$ cat src/rtl/reg_file_2r1w.sv
// reg_file_2r1w: 2-read/1-write integer register file with sequenced post-reset clear.
// Optional write-first forwarding is enabled by defining REGFILE_BYPASS_EN.
module reg_file_2r1w #(
    parameter int XLEN     = 32,
    parameter int AW       = 5,
    parameter int ZERO_REG = 1
) (
    input  logic            clk,
    input  logic            rst_n,
    input  logic            we,
    input  logic [AW-1:0]   waddr,
    input  logic [XLEN-1:0] wdata,
    input  logic [AW-1:0]   raddr1,
    input  logic [AW-1:0]   raddr2,
    output logic [XLEN-1:0] rdata1,
    output logic [XLEN-1:0] rdata2,
    output logic            busy,
    output logic            wr_err
);
    localparam logic [0:0]  CLEAR = 1'b0;
    localparam logic [0:0]  READY = 1'b1;
    localparam bit          ZR    = ZERO_REG != 0;
    localparam logic [AW:0] LAST  = (AW+1)'((1 << AW) - 1);

    logic [0:0]      state;
    logic [AW:0]     ptr;
    logic [XLEN-1:0] mem [1 << AW];
    logic            wr_zero;
    logic            mem_we;
    logic [AW-1:0]   mem_addr;
    logic [XLEN-1:0] mem_data;
    logic            fwd1;
    logic            fwd2;

    assign busy    = state == CLEAR;
    assign wr_zero = ZR && waddr == '0;

    // Storage port is shared between the clear sequencer and the writeback port
    always_comb begin
        mem_we   = rst_n && (busy || (we && !wr_zero));
        mem_addr = busy ? ptr[AW-1:0] : waddr;
        mem_data = busy ? '0 : wdata;
    end

    // Clear sequencer and write-while-busy error flag
    always_ff @(posedge clk) begin
        if (!rst_n) begin
            state  <= CLEAR;
            ptr    <= '0;
            wr_err <= 1'b0;
        end else begin
            wr_err <= we && busy;
            if (busy) begin
                ptr <= ptr + 1'b1;
                if (ptr == LAST) state <= READY;
            end
        end
    end

    // Storage array has no reset; contents are zeroed by the clear sequence
    always_ff @(posedge clk) begin
        if (mem_we) mem[mem_addr] <= mem_data;
    end

`ifdef REGFILE_BYPASS_EN
    assign fwd1 = !busy && we && !wr_zero && waddr == raddr1;
    assign fwd2 = !busy && we && !wr_zero && waddr == raddr2;
`else
    assign fwd1 = 1'b0;
    assign fwd2 = 1'b0;
`endif

    // Read ports: busy and hardwired zero take priority over forwarding
    always_comb begin
        rdata1 = busy || (ZR && raddr1 == '0) ? '0 : fwd1 ? wdata : mem[raddr1];
        rdata2 = busy || (ZR && raddr2 == '0) ? '0 : fwd2 ? wdata : mem[raddr2];
    end
endmodule

$ cat config.mk
export PLATFORM = sky130hd
export DESIGN_NAME = reg_file_2r1w
export DESIGN_NICKNAME = d
export VERILOG_FILES = /design/src/rtl/reg_file_2r1w.sv
export SDC_FILE = /design/constraint.sdc
export NUM_CORES = 1
export LEC_CHECK = 0
export BUFFER_PORTS_ARGS = -buffer_cell sky130_fd_sc_hd__buf_2
export CAP_MARGIN = 40
export CORE_MARGIN = 2
export CORE_UTILIZATION = 39
export CTS_CLUSTER_SIZE = 24
export DETAILED_ROUTE_END_ITERATION = 10
export GPL_ROUTABILITY_DRIVEN = 0
export PLACE_DENSITY = 0.67
export SLEW_MARGIN = 5
export SYNTH_ARGS = -nofsm -noshare
export SYNTH_HDL_FRONTEND = slang
export SYNTH_SLANG_ARGS = --single-unit
export TNS_END_PERCENT = 1
$ cat constraint.sdc
create_clock -name clk -period 3.4 [get_ports clk]
set_clock_uncertainty 0.2 [all_clocks]
set_input_delay 0.34 -clock clk [delete_from_list [all_inputs] [get_ports clk]]
set_output_delay 0.34 -clock clk [all_outputs]
set_load 0.05 [all_outputs]
==> metrics.md <==
| Metric | Value |
|---|---|
| Startpoint types | `register` |
| DRT iter0 DRCs | `4258` |
| # clock sinks | `1032` |
| Worst EP arrival | `2820 ps` |
| LEAKAGE | `18.1 nW` |
| Register area share after synthesis | `64.6%` |
| Clock transition at path regs | `60 ps` |
| Max Slew Vio Count | `0` |
| Compound-Gate Fraction of Synth Area | `4.66%` |
| Final setup viols | `0` |
| Critical path's largest stage delay | `530 ps` |
| Total of max-cap violations | `0` |
| Setup TNS Final | `0 ps` |
| Failing checks | `DRC` |
| Die Footprint | `126000 µm²` |
| Cell with the most instances on the worst path | `buf_4` |
| Worst Path Buf+Inv | `5` |
| TritonCTS clock tree | `done` |
| Post-CTS Setup Bufs | `0` |
| Power Dens Cells | `477 nW/µm²` |
| Min-Delay Startpoint | `wdata[26]` |
| Share of layout cells above drive strength 1 | `37.9%` |
| Slew headroom | `34.4%` |
| Slowest stage cell, crit path | `nor3_1` |
| Dpl ws | `41.8 ps` |
| Worst reg2reg path depth | `5` |
| Worst-Margin Slew | `984 ps` |
| XOR/XNOR Fraction of Synth Area | `0.0732%` |
| Hold Crit Endpoint | `mem[19][26]` |
| Synthesis-stage register bit count | `1032` |
| Die width | `354 µm` |
| R2r setup slk | `510 ps` |
| Worst hold path class | `in -> reg` |
| Vias in the first global route | `29419` |
| Fin util | `46.5%` |
| EDFF count, synth | `1024` |
| R2R Path Start | `state` |
| Maximum vdd ir drop | `0.000453 V` |
| Clock buffer depth | `3` |
| Congestion Overflow GR | `0` |
| # diodes | `0` |
| CTS buffer count | `100` |
| Worst-path fanout max | `10` |
| Port Buffer Count | `115` |
| Syn Nets | `2427` |
| Final min period | `3360 ps` |
| Critical path required time | `2860 ps` |
| Number of hold violations in the final report | `0` |
| Fmax | `298 MHz` |
| Area delta synth->final | `18.4%` |
| Status | `finished with violations` |
| Syn Area/Cell | `20.2 µm²` |
| DRC viols | `1` |
| Warnings from Yosys | `0` |
| Vias per cell | `6.56` |
| Wire per inst | `35.2 µm` |
| Detail Route Antenna Nets | `0` |
| Via count | `28548` |
| FF-to-FF End | `mem[25][31]` |
| Initial antenna violation count | `6` |
| Crit Path Category | `reg -> out` |
| Post-synthesis cell type count | `53` |
| HPWL after detailed placement | `90200 µm` |
| Total core area | `122000 µm²` |
| CTS H-Tree Depth | `3` |
| Starting Density | `39.3%` |
| CP endpoint kind | `primary output` |
| Io pins | `116` |
| Drt pass-1 iters | `9` |
| CTS root buf | `clkbuf_16` |
| All-layer global routing usage | `24.2%` |
| Largest family of logic cells by synthesized area | `multiplexers` |
| Post-synth ARST share | `0%` |
| Final worst slack | `43.8 ps` |
| Final nets | `2697` |
| DIE HEIGHT | `354 µm` |
| Post-Synth Simple-Gate Area | `1.71%` |
| Worst-path cell chain | `inv_2 -> buf_4 -> a21o_2 -> buf_4 -> buf_4 -> nor3_1 -> buf_12` |
| Post-Synthesis Cells | `2376` |
| RSZ-0062 raised after global routing | `no` |
| WHS | `43.5 ps` |
| Synth Area in Adders | `0.0261%` |
| Largest net degree at the start of global routing | `73` |
| Crit-path leading delay family | `buffers and inverters` |
| Post-synthesis cell area | `47900 µm²` |
| Mux contribution to synthesized area | `26.9%` |
| Row count | `128` |
| Crit share post-route | `98.7%` |
| First-pass GRT wire length | `217000 µm` |
| Top_reg_cell synth | `edfxtp_1` |
| Clk_lat worst skew | `660 ps` |
| Worst hold path depth | `3` |
| Detailed Route WL | `153000 µm` |
==> metal layers <==
| metal | vias to the layer above | part of all wire [%] | GRT usage (%) |
|---|---|---|---|
| met3 | 401 | 12 | 5.95 |
| li1 | 10945 | - | - |
| met1 | 15064 | 37 | 32.8 |
| met4 | 8 | 4.2 | 9.80 |
| met5 | - | 0.13 | 0.906 |
| met2 | 2130 | 46 | 37.4 |
==> report_power, final <==
group | internal, mW | total, mW | switching (mW)
sequential | 13.9 | 13.9 | 0.0432
clock | 6.33 | 11.2 | 4.88
combinational | 0.897 | 1.92 | 1.02
total | 21.1 | 27.0 | 5.94
==> worst min-delay path, delay by kind of cell <==
family	cells	cell delay [ps]
buffers and inverters	2	290
AND/OR/NAND/NOR	1	150
==> cell type report <==
cell class,count,area [µm²]
sequential,1032,30900
tap,1625,2030
fill,9902,65200
multi-input combinational,1144,16300
inverter,5,18.8
timing repair buffer,363,4160
clock inverter,66,634
clock buffer,120,2620
==> flip-flops by register name, indices dropped and copies added, names as in the netlist <==
register  cells
state         1
ptr           6
mem        1024
wr_err        1
==> cells in the final DEF, fill, tap and decap left out, drive strengths merged, types with 12 or more instances in the layout <==
cell / instances
clkinv: 47
mux2i: 261
edfxtp: 1024
a211oi: 29
o22a: 32
nor3: 29
mux4: 451
clkbuf: 123
a2111oi: 29
o22ai: 29
nand2: 22
buf: 348
nor2: 41
o221ai: 59
and2: 35
dlygate4sd3: 12
a22o: 50
==> stage by stage <==
stage                     cell area [µm²]  std cells  power (mW)
after floorplan                     47900       2376        15.4
after global placement              52900       4135        16.0
after detailed placement            53100       4148        16.1
after CTS                           56400       4338        27.1
after global routing                56700       4355        27.7
final                               56700       4355        27.0
==> kinds of logic (layout without fill, tap and decap cells) <==
family	count (synthesis)	count (layout)
buffers and inverters	200	554
adder cells (fa/ha/maj)	1	1
flip-flops	1032	1032
AO/OA/AOI/OAI	256	256
XOR/XNOR	4	4
multiplexers	722	722
AND/OR/NAND/NOR	161	161
==> worst max-delay path by stage <==
stage,endpoint,start,depth (start not counted),slack [ps]
after floorplan,rdata2[27],raddr2[0],8,-210
after global placement,rdata2[1],raddr2[0],8,110
after detailed placement,rdata2[1],raddr2[0],8,40
after CTS,rdata1[23],state,7,2
after global routing,rdata1[14],state,7,2
final,rdata2[17],state,7,40
==> cell usage after synthesis, types with 2 or more instances <==
cell type / instances / area, µm²
nor2_1: 40 / 150
or3b_1: 2 / 17.5
a221oi_1: 3 / 26.3
mux2i_1: 261 / 2610
buf_6: 14 / 158
nor2b_1: 6 / 37.5
or3_1: 5 / 31.3
mux2_2: 9 / 101
dfxtp_1: 8 / 160
a211oi_1: 29 / 218
o21ai_1: 3 / 15.0
nand2b_1: 3 / 18.8
nand3_1: 6 / 30.0
o221ai_1: 59 / 517
a2111oi_2: 22 / 330
o21ai_0: 3 / 15.0
o22ai_1: 29 / 181
a22o_1: 50 / 438
o22a_1: 32 / 280
nand3b_1: 4 / 30.0
buf_4: 16 / 120
a221o_1: 4 / 40.0
buf_1: 11 / 41.3
inv_1: 2 / 7.51
and3_1: 2 / 12.5
edfxtp_1: 1024 / 30700
nand4_1: 2 / 12.5
a2111oi_1: 6 / 60.1
nor4_1: 2 / 12.5
nor3_1: 29 / 145
mux4_2: 451 / 10200
xor2_1: 4 / 35.0
a21oi_1: 7 / 35.0
and2_1: 35 / 219
clkbuf_1: 95 / 357
buf_2: 59 / 295
nand2_1: 22 / 82.6
inv_2: 2 / 7.51
==> what timing repair did <==
| item | in CTS | in global routing |
|---|---|---|
| setup endpoints to repair | 3 | 8 |
| endpoints found under the hold margin | 9 | 12 |
| resized for setup | 3 | 10 |
| hold buffers | 4 | 8 |
Power figures use the tool's default switching activity.
